File: src/rtl/serial_word_deser.sv
// serial_word_deser
//   Collects serial bits into a WIDTH-bit word and presents it on a
//   valid/ready output with a single-entry holding register.
//
// Ports
//   clk        : clock, all state updates on the rising edge
//   rst_n      : asynchronous active-low reset
//   sin        : serial data bit
//   sin_vld    : qualifies sin (and sof) on this edge
//   sof        : start of word; aborts any partial word (sets frame_err)
//   dir        : 0 = MSB-first (shift left), 1 = LSB-first (shift right);
//                latched on the first bit of each word
//   clear      : synchronous flush of all state and sticky flags
//   pout       : assembled word
//   pout_vld   : pout holds an unaccepted word
//   pout_rdy   : consumer accepts pout
//   busy       : partial word in progress
//   ovf        : sticky, a completed word was dropped
//   frame_err  : sticky, a partial word was aborted by sof
module serial_word_deser #(
    parameter int WIDTH = 16
) (
    input  logic             clk,
    input  logic             rst_n,
    input  logic             sin,
    input  logic             sin_vld,
    input  logic             sof,
    input  logic             dir,
    input  logic             clear,
    output logic [WIDTH-1:0] pout,
    output logic             pout_vld,
    input  logic             pout_rdy,
    output logic             busy,
    output logic             ovf,
    output logic             frame_err
);

    // count never reaches WIDTH: the last bit returns it straight to 0
    localparam int CW = $clog2(WIDTH);

    typedef enum logic {
        IDLE = 1'b0,
        RECV = 1'b1
    } state_t;

    state_t            state, state_n;
    logic [CW-1:0]     count, count_n;
    logic [WIDTH-1:0]  sreg, sreg_n;
    logic              dir_lat, dir_lat_n;
    logic [WIDTH-1:0]  pout_n;
    logic              pout_vld_n;
    logic              ovf_n;
    logic              frame_err_n;

    // per-bit working values
    logic              starting;
    logic              use_dir;
    logic [WIDTH-1:0]  base;
    logic [CW-1:0]     cnt_base;
    logic [WIDTH-1:0]  shifted;

    always_ff @(posedge clk or negedge rst_n) begin
        if (!rst_n) begin
            state     <= IDLE;
            count     <= '0;
            sreg      <= '0;
            dir_lat   <= 1'b0;
            pout      <= '0;
            pout_vld  <= 1'b0;
            ovf       <= 1'b0;
            frame_err <= 1'b0;
        end else begin
            state     <= state_n;
            count     <= count_n;
            sreg      <= sreg_n;
            dir_lat   <= dir_lat_n;
            pout      <= pout_n;
            pout_vld  <= pout_vld_n;
            ovf       <= ovf_n;
            frame_err <= frame_err_n;
        end
    end

    always_comb begin
        state_n     = state;
        count_n     = count;
        sreg_n      = sreg;
        dir_lat_n   = dir_lat;
        pout_n      = pout;
        pout_vld_n  = pout_vld;
        ovf_n       = ovf;
        frame_err_n = frame_err;

        // a new word starts on the first bit in IDLE or on sof in RECV;
        // either way the bit is treated as bit 0 with a freshly latched dir
        starting = (state == IDLE) || sof;
        use_dir  = starting ? dir : dir_lat;
        base     = starting ? '0 : sreg;
        cnt_base = starting ? '0 : count;
        shifted  = use_dir ? {sin, base[WIDTH-1:1]} : {base[WIDTH-2:0], sin};

        if (clear) begin
            state_n     = IDLE;
            count_n     = '0;
            sreg_n      = '0;
            dir_lat_n   = 1'b0;
            pout_n      = '0;
            pout_vld_n  = 1'b0;
            ovf_n       = 1'b0;
            frame_err_n = 1'b0;
        end else begin
            if (pout_vld && pout_rdy) begin
                pout_vld_n = 1'b0;
            end
            if (sin_vld) begin
                if (state == RECV && sof) begin
                    frame_err_n = 1'b1;
                end
                if (cnt_base == CW'(WIDTH - 1)) begin
                    state_n   = IDLE;
                    count_n   = '0;
                    sreg_n    = '0;
                    dir_lat_n = use_dir;
                    // holding register is free if empty or emptied this edge
                    if (!pout_vld || pout_rdy) begin
                        pout_n     = shifted;
                        pout_vld_n = 1'b1;
                    end else begin
                        ovf_n = 1'b1;
                    end
                end else begin
                    state_n   = RECV;
                    count_n   = cnt_base + 1'b1;
                    sreg_n    = shifted;
                    dir_lat_n = use_dir;
                end
            end
        end
    end

    assign busy = (state == RECV);

endmodule

File: config.mk
export PLATFORM = sky130hd
export DESIGN_NAME = serial_word_deser
export DESIGN_NICKNAME = d
export VERILOG_FILES = /design/src/rtl/serial_word_deser.sv
export SDC_FILE = /design/constraint.sdc
export NUM_CORES = 1
export LEC_CHECK = 0
export BUFFER_PORTS_ARGS = -buffer_cell sky130_fd_sc_hd__buf_2
export CELL_PAD_IN_SITES_DETAIL_PLACEMENT = 0
export CELL_PAD_IN_SITES_GLOBAL_PLACEMENT = 2
export CORE_MARGIN = 1
export CORE_UTILIZATION = 36
export DETAILED_ROUTE_END_ITERATION = 10
export GPL_TIMING_DRIVEN = 0
export PLACE_DENSITY = 0.77
export SYNTH_ARGS = -nofsm -noshare
export SYNTH_HDL_FRONTEND = slang
export SYNTH_SLANG_ARGS = --single-unit
File: constraint.sdc
create_clock -name clk -period 1.75 [get_ports clk]
set_input_delay 0.175 -clock clk [delete_from_list [all_inputs] [get_ports clk]]
set_output_delay 0.175 -clock clk [all_outputs]
set_load 0.03 [all_outputs]
==> flow_summary.toml <==
[synth]
synth_area_per_cell_um2 = 10.13
sequential_area_share_after_synthesis_pct = 47.34
syn-instance-count = 214
synth_nets = 222
synth_seq_cells = 41
synth.yosys.warnings = 0
synthDistinctLibCells = 38
mappedNetlistArea_um2 = 2167

[worst_setup_path]
worstPathRequired_ns = 1.97
critPathArrivalTime_ns = 1.79
timing_worst_setup_path_type = "register to register"
cp_max_fo = 10
cp-start-kind = "register"
setup.worst_path.end_class = "register"

[timing]
setup-violations-final = 0
finalCritPeriodShare_pct = 89.44
worst_slack_ns = 0.1847
worst_hold_slack_ns = 0.02791
final.setup_skew_ns = 0.006426
timing.final.crit_period_ns = 1.565
hold_viol = 0
slew_headroom_pct = 35.58
final-max-slew-violation-count = 0
fmax_ghz = 0.6389
grt_setup_unrepaired = "false"
max_slew.worst_pin.slew_ns = 0.9664
totalNegativeSetupSlack_ns = 0

[floorplanning]
fp.dieArea_um2 = 6334
die_w_um = 79.59
initial_utilization_pct = 38.41
rows = 27
pin_count = 28
core_um2 = 5642
die_height_um = 79.59

[clocking]
tritoncts = "yes"
insertion_delay_ns = 0.30
cts_buffer_depth = 2
cts_sinks = 41
clkTransAtPathRegs_ns = 0.08
cts.root.buffer_cell = "sky130_fd_sc_hd__clkbuf_8"
tritoncts_buffers = 5
cts_hold_repair.buffers = 0
post_cts.repair.setup_buffers = 0
htree_levels = 2

[detailed_routing]
postRouteAntennaNets = 0
post_drt_wl_per_cell_um = 16.22
first_iter_violations = 93
via_per_inst = 5.317
detailedRoute.firstPassIterationCount = 4
finalWirelength_um = 5175
routed-via-count = 1696
drc = 0

[min_path]
worstHoldPathType = "input pin to asynchronous set/reset pin"

[cells_and_area]
area_growth_syn_to_layout_pct = 14.67
layout_nets = 254
num_antenna_cells = 0
drive_gt1_share_pct = 25.10
fillCellCount = 570
final_core_util_pct = 44.05

[grt]
antenna_found_initial = 0
globalRouteOverflowTotal = 0
via_count_of_the_first_global_routing_pass = 1726
pin_count_of_the_biggest_net_entering_global_routing = 42
grt_first_pass_wirelength_um = 8859
grt.total_usage_pct = 18.61

[pwr]
power.total_w = 0.001814
max-vdd-ir-drop_mv = 0.2946
p_leak_nw = 1.190
power.density_cell_area_nw_per_um2 = 730.0

[place]
port_buffers = 25
preCtsSetupSlack_ns = 0.06843
dp_hpwl_um = 3527
gpl_wtd_cong = 0.7229

[outcome]
status = "finished clean"

[flow_run]
number_of_maximum_capacitance_violations = 0
placed cells by master, fill, tap and decap left out, drive strengths merged, types with 2 or more instances in the layout:
master,synthesis,routed
a211oi,4,4
and3b,2,2
nand2b,16,16
a31oi,4,4
mux2,14,14
nand3,3,3
o32ai,3,3
and4b,2,2
nor2,3,3
clkbuf,6,13
buf,13,38
nand2,32,32
dfrtp,41,41
mux2i,15,15
inv,3,3
nor2b,3,3
clkinv,1,2
a21oi,18,18
nand4,15,15
o21ai,3,3
cell type report:
class                   count  area [um^2]  share of cell area [%]
plain buffers              19        102.6                   4.129
clock buffers               7        96.34                   3.877
clock inverters             1        5.005                  0.2014
inverters                   4        15.01                  0.6042
multi-input cells         150         1025                   41.24
flip-flops and latches     41         1026                   41.29
well taps                  72        90.09                   3.625
repair buffers             25        125.1                   5.035
worst paths after layout:
check | start | slack, ns | cells past startpoint | end
max | busy | 0.18 | 5 | pout[10]
max in group asynchronous | rst_n | 1.12 | 1 | count[1]
min | rst_n | 0.03 | 1 | busy
min reg2reg | frame_err | 0.49 | 2 | frame_err
max reg2reg | busy | 0.18 | 5 | pout[10]
min in group clk | dir | 0.15 | 3 | dir_lat
critical path, cell delays in order (launching register included):
cell,delay [ns]
sky130_fd_sc_hd__dfrtp_1,0.34
sky130_fd_sc_hd__buf_2,0.19
sky130_fd_sc_hd__nor3b_2,0.43
sky130_fd_sc_hd__clkbuf_2,0.30
sky130_fd_sc_hd__nand2_1,0.08
sky130_fd_sc_hd__mux2i_1,0.14
per-layer routing:
metal	GRT usage, %	share of wire [%]	wire length [um]
met3	4.343	2.8	145
met1	25.47	50	2612
met4	6.727	1.8	95
met5	0	0	0
met2	28.46	45	2322
sequential cells by signal, indices dropped and copies added (netlist names):
register and flops:
count 4, ovf 1, sreg 16, pout 16, dir_lat 1, pout_vld 1, frame_err 1, busy 1
synth_stat cells:
cell	instances	share of area, %
sky130_fd_sc_hd__a211o_1	1	0.40
sky130_fd_sc_hd__a211oi_1	3	1.0
sky130_fd_sc_hd__a211oi_2	1	0.58
sky130_fd_sc_hd__a21boi_0	1	0.35
sky130_fd_sc_hd__a21oi_1	18	4.2
sky130_fd_sc_hd__a31oi_1	4	1.2
sky130_fd_sc_hd__a41oi_1	1	0.40
sky130_fd_sc_hd__and2b_1	1	0.35
sky130_fd_sc_hd__and3_1	1	0.29
sky130_fd_sc_hd__and3b_1	2	0.81
sky130_fd_sc_hd__and4_1	1	0.40
sky130_fd_sc_hd__and4b_1	2	0.92
sky130_fd_sc_hd__buf_1	3	0.52
sky130_fd_sc_hd__buf_2	6	1.4
sky130_fd_sc_hd__buf_4	2	0.69
sky130_fd_sc_hd__buf_6	2	1.0
sky130_fd_sc_hd__clkbuf_1	6	1.0
sky130_fd_sc_hd__clkinv_1	1	0.17
sky130_fd_sc_hd__dfrtp_1	41	47
sky130_fd_sc_hd__inv_1	3	0.52
sky130_fd_sc_hd__mux2_2	14	7.3
sky130_fd_sc_hd__mux2i_1	15	6.9
sky130_fd_sc_hd__nand2_1	32	5.5
sky130_fd_sc_hd__nand2b_1	16	4.6
sky130_fd_sc_hd__nand3_1	2	0.46
sky130_fd_sc_hd__nand3_4	1	0.81
sky130_fd_sc_hd__nand4_1	15	4.3
sky130_fd_sc_hd__nand4b_1	1	0.40
sky130_fd_sc_hd__nand4bb_1	1	0.52
sky130_fd_sc_hd__nor2_1	3	0.52
sky130_fd_sc_hd__nor2b_1	3	0.87
sky130_fd_sc_hd__nor3b_2	1	0.58
sky130_fd_sc_hd__nor4bb_1	1	0.46
sky130_fd_sc_hd__o211a_1	1	0.46
sky130_fd_sc_hd__o21ai_0	3	0.69
sky130_fd_sc_hd__o21bai_1	1	0.35
sky130_fd_sc_hd__o32ai_1	3	1.2
sky130_fd_sc_hd__or2b_2	1	0.40
kinds of logic (layout without fill, tap and decap cells):
family,count (synthesis),after routing,share of synthesized area [%]
mux,29,29,14.20
buf+inv,23,56,5.369
compound gates,37,37,10.80
flops,41,41,47.34
simple gates,84,84,22.29
stage by stage:
step	std cells	area (um^2)
6_report	319	2485
4_1_cts	319	2484
5_1_grt	319	2485
2_1_floorplan	214	2167
3_5_place_dp	311	2382
3_3_place_gp	311	2382
what timing repair did:
item                                   CTS  global route
endpoints found under the hold margin    0             0
resized for setup                        0             2
setup endpoints to repair                0            10
report_power, final:
| part | internal [W] | switching (W) | total [W] |
|---|---|---|---|
| Combinational | 0.0000462 | 0.000103 | 0.000149 |
| Sequential | 0.000954 | 0.00000642 | 0.000961 |
| Clock | 0.000357 | 0.000347 | 0.000704 |
No activity file was read; power rests on OpenSTA's default activity.
